### src/rtl/rr_arbiter8.sv
// Round-robin arbiter for 8 requesters: registered priority pointer plus an IDLE/BUSY FSM.
// Optional macro GRANT_TIMEOUT_EN adds a forced release after HOLD_MAX busy cycles.
module rr_arbiter8 #(
  parameter int unsigned PRIO_INIT = 0,
  parameter int unsigned HOLD_MAX  = 16
) (
  input  logic       clk,
  input  logic       rst,
  input  logic [7:0] req,
  output logic [7:0] gnt,
  output logic [2:0] gnt_idx,
  output logic       gnt_vld,
  output logic       timeout
);

  typedef enum logic {
    IDLE = 1'b0,
    BUSY = 1'b1
  } state_t;

  state_t     state_q, state_d;
  logic [2:0] ptr_q, ptr_d;
  logic [2:0] idx_q, idx_d;
  logic [7:0] gnt_q, gnt_d;
  logic       vld_q, vld_d;
  logic       to_q, to_d;
  logic [3:0] pick;

`ifdef GRANT_TIMEOUT_EN
  localparam logic [7:0] HOLD_LAST = 8'(HOLD_MAX - 1);
  logic [7:0] cnt_q, cnt_d;
`endif

  // Returns {found, index}: first set bit scanning p, p+1, ... with 3-bit wrap.
  function automatic logic [3:0] rr_pick(input logic [7:0] r, input logic [2:0] p);
    logic [2:0] c;
    logic [3:0] res;
    res = '0;
    for (int unsigned i = 0; i < 8; i++) begin
      c = p + 3'(i);
      if (!res[3] && r[c]) res = {1'b1, c};
    end
    return res;
  endfunction

  assign pick = rr_pick(req, ptr_q);

  always_comb begin
    state_d = state_q;
    ptr_d   = ptr_q;
    idx_d   = idx_q;
    gnt_d   = gnt_q;
    vld_d   = vld_q;
    to_d    = 1'b0;
`ifdef GRANT_TIMEOUT_EN
    cnt_d   = cnt_q;
`endif
    unique case (state_q)
      IDLE: begin
        if (pick[3]) begin
          idx_d   = pick[2:0];
          gnt_d   = 8'(1) << pick[2:0];
          vld_d   = 1'b1;
          state_d = BUSY;
`ifdef GRANT_TIMEOUT_EN
          cnt_d   = '0;
`endif
        end
      end
      BUSY: begin
        // An owner dropping req on the timeout edge is a normal release, so it is checked first.
        if (!req[idx_q]) begin
          gnt_d   = '0;
          vld_d   = 1'b0;
          ptr_d   = idx_q + 3'd1;
          state_d = IDLE;
        end
`ifdef GRANT_TIMEOUT_EN
        else if (cnt_q == HOLD_LAST) begin
          gnt_d   = '0;
          vld_d   = 1'b0;
          ptr_d   = idx_q + 3'd1;
          to_d    = 1'b1;
          state_d = IDLE;
        end else if (cnt_q != '1) begin
          cnt_d = cnt_q + 8'd1;
        end
`endif
      end
      default: state_d = IDLE;
    endcase
  end

  always_ff @(posedge clk) begin
    if (rst) begin
      state_q <= IDLE;
      ptr_q   <= 3'(PRIO_INIT);
      idx_q   <= '0;
      gnt_q   <= '0;
      vld_q   <= 1'b0;
      to_q    <= 1'b0;
`ifdef GRANT_TIMEOUT_EN
      cnt_q   <= '0;
`endif
      assert (PRIO_INIT <= 7 && HOLD_MAX >= 1 && HOLD_MAX <= 255);
    end else begin
      state_q <= state_d;
      ptr_q   <= ptr_d;
      idx_q   <= idx_d;
      gnt_q   <= gnt_d;
      vld_q   <= vld_d;
      to_q    <= to_d;
`ifdef GRANT_TIMEOUT_EN
      cnt_q   <= cnt_d;
`endif
    end
  end

  assign gnt     = gnt_q;
  assign gnt_idx = idx_q;
  assign gnt_vld = vld_q;
  assign timeout = to_q;

endmodule
### config.mk
export PLATFORM = sky130hd
export DESIGN_NAME = rr_arbiter8
export DESIGN_NICKNAME = d
export VERILOG_FILES = /design/src/rtl/rr_arbiter8.sv
export SDC_FILE = /design/constraint.sdc
export NUM_CORES = 1
export LEC_CHECK = 0
export ABC_CLOCK_PERIOD_IN_PS = 3500
export CAP_MARGIN = 20
export CORE_MARGIN = 2
export CORE_UTILIZATION = 40
export CTS_BUF_LIST = sky130_fd_sc_hd__clkbuf_8 sky130_fd_sc_hd__clkbuf_16
export CTS_CLUSTER_SIZE = 25
export DETAILED_ROUTE_END_ITERATION = 8
export PLACE_DENSITY = 0.59
export SLEW_MARGIN = 10
export SYNTH_ARGS = -nofsm -noshare
export SYNTH_HDL_FRONTEND = slang
export SYNTH_SLANG_ARGS = --single-unit
### constraint.sdc
create_clock -name clk -period 3.5 [get_ports clk]
set_input_delay 0.525 -clock clk [delete_from_list [all_inputs] [get_ports clk]]
set_output_delay 0.525 -clock clk [all_outputs]
set_load 0.05 [all_outputs]
==> reports/qor.yml <==
outcome:
  status: "finished, final reports clean"
finish:
  layout-drive-gt1-share: 0.315
  area_growth_pct: 14.9
  num_antenna_cells: 0
  stdcell_area_sq_um: 2160
  final_core_util: 0.486
  fill_cells: 405
  fin_nets: 214
  seq_area_sq_um: 320
  multi_input_area_sq_um: 1470
clock_tree:
  cts_inserted_buffers: 3
  clock_latency_ps: 250
  cts_resized: 0
  clockBufferDepth: 2
  holdBufCountCts: 0
  cts_tree: "done"
  clkSinkCount: 16
  htreeDepth: 1
  ctsRootBufferMaster: "clkbuf_8"
  cts_setup_buffers: 0
  clk_pin_slew_ps: 70
floorplanning:
  ios: 23
  initial_core_util: 0.423
  die_x_um: 72.5
  core_sq_um: 4440
  die_h_um: 72.5
  rows: 24
  die_area_sq_um: 5260
synthesis:
  synthCells: 183
  synth_cell_types: 70
  synth_edf_count: 0
  synthTopCellsByCount: "dfxtp_1, nand2_1, mux4_2, nand3_1, nor2_1"
  synth.yosys.warnings: 0
  syn-cell-area_sq_um: 1880
  synth_fp_nets: 196
  synth_area_leaders: "dfxtp_1, mux4_2, mux2i_1"
  yosys.area.top_type: "dfxtp_1"
  ys_seq_elements: 16
  async_flop_share: 0
  syn_area_per_cell_sq_um: 10.3
  ys.flop_type: "dfxtp_1"
  yosysTopAreaCellShare: 0.170
  yosysSeqAreaShare: 0.170
setup_path:
  crit_type: "in2reg"
  cp_top_family: "compound AO/OA/AOI/OAI gates"
  crit_chain: "clkdlybuf4s50_1, mux4_2, mux2i_1, o22ai_1, a211oi_1, o21ai_2, o41ai_2"
  critPathCaptureType: "flop"
  crit_buf_inv: 1
  timing.critical_path.fanout_max: 9
  cp.required_ps: 3650
  crit_path_top_delay_cell: "mux4_2"
  critPathMaxStageDelay_ps: 630
  start_kind: "primary input"
  reg2reg_from: "ptr_q[0]$_SDFFE_PP0P_"
  worstSetupStartpoint: "req[6]"
  cp.arrival_ps: 3300
timing:
  finalMaxSlewViolations: 0
  worst_slew_pin_slew_ps: 816
  finalClockSkew_ps: 3.35
  timing.final.crit_share: 0.902
  hold_slack_ps: 467
  finalSetupViolations: 0
  fmax_ghz: 0.317
  rsz0062_at_grt: "no"
  fin_setup_tns_ps: 0
  hold_violations: 0
  finalCriticalPeriod_ps: 3160
  relSlewSlack: 0.453
detailed_routing:
  drtIter0Drc: 164
  via_per_inst: 6.40
  drtAntennaViolNets: 0
  wl_per_cell_um: 18.9
  totalWireLength_mm: 4.77
  routed-via-count: 1614
  remaining_drc_errors: 0
  drtPass1Iterations: 7
power:
  ir_drop_mv: 0.314
  power_density_nw_per_um2: 625
  leakage_uw: 0.000698
global_route:
  grt_max_degree: 20
  overflow: 0
  grt_pass1_wl_mm: 8.02
  grt_usage: 0.194
  grt_pass1_vias: 1660
  antenna_found_initial: 0
worst_hold_path:
  hp-start: "gnt[4]$_SDFFE_PP0P_"
  hold_class: "reg2reg"
run:
  maxCapViolCount: 0
placed_design:
  gp_congestion: 1.07
  post-dp-hpwl_mm: 3.76
  placed_area_sq_um: 2100
  portBuffers: 21
-- layer usage --
layer,vias up,wire (um),global-route usage
met1,790,2210,0.266
met2,49,2340,0.319
met4,0,66,0.0473
met5,-,0,0
li1,767,-,-
met3,8,162,0.0292
-- sequential cells by signal, summed over array words and instances, names as in the netlist --
register / cells
gnt: 8
gnt_idx: 3
ptr_q: 3
gnt_vld: 1
state_q: 1
-- cell type report --
| type | count | share of cell area |
|---|---|---|
| Clock buffer | 4 | 0.0255 |
| Tap cell | 52 | 0.0301 |
| Multi-Input combinational cell | 151 | 0.680 |
| Inverter | 5 | 0.00869 |
| Sequential cell | 16 | 0.148 |
| Timing Repair Buffer | 24 | 0.108 |
-- metrics by stage --
stage	setup slack (ps)	instances	power, uW
6_report	344	252	1350
3_3_place_gp	188	248	1170
4_1_cts	379	252	1350
3_5_place_dp	150	248	1180
5_1_grt	179	252	1430
2_1_floorplan	432	183	984
-- report_power, final --
| part | total [uW] | switching (uW) | internal (uW) |
|---|---|---|---|
| sequential | 250 | 33.4 | 216 |
| clock | 164 | 63.9 | 99.8 |
| combinational | 936 | 576 | 360 |
-- path summary, 6_finish.rpt --
kind | endpoint | slack (ps) | cells after the start
max | gnt[3]$_SDFFE_PP0P_ | 340 | 7
min | gnt[4]$_SDFFE_PP0P_ | 470 | 2
max reg2reg | gnt[3]$_SDFFE_PP0P_ | 430 | 8
min reg2reg | gnt[4]$_SDFFE_PP0P_ | 470 | 2
-- cells in the final DEF, fill, tap and decap left out, types with 2 or more instances in the layout --
cell             instances
o21a_2                   2
or2_1                    2
clkbuf_8                 4
o211ai_1                 3
mux4_2                  14
clkdlybuf4s50_1         21
a31oi_1                  2
dfxtp_1                 16
o21ai_2                  2
nand2_1                 16
a21oi_1                  6
o31ai_1                  4
nor2_1                   9
nand2b_1                 3
mux2_2                   4
o22ai_1                  3
buf_4                    3
nand3_1                 13
a32o_1                   2
ha_1                     3
or2_2                    2
o21ai_0                  2
inv_1                    5
o41ai_2                  4
o31ai_2                  4
xor2_2                   2
mux2i_1                  8
a211oi_2                 2
-- cell families after synthesis --
family                   after synthesis  share of synthesized area
AO/OA/AOI/OAI                         56                      0.300
XOR/XNOR                               4                     0.0306
adder cells (fa/ha/maj)                3                     0.0200
buffers and inverters                 16                     0.0486
flip-flops                            16                      0.170
multiplexers                          28                      0.254
other                                  1                    0.00200
AND/OR/NAND/NOR                       59                      0.174
-- worst register-to-register path, cell delays in order, from the launching register on --
cell and delay [ps]:
dfxtp_1 340, inv_1 120, ha_1 470, mux4_2 460, mux2i_1 470, o22ai_1 140, a211oi_1 450, o21ai_2 200
o41ai_2 340
(Power assumes the default switching activity.)
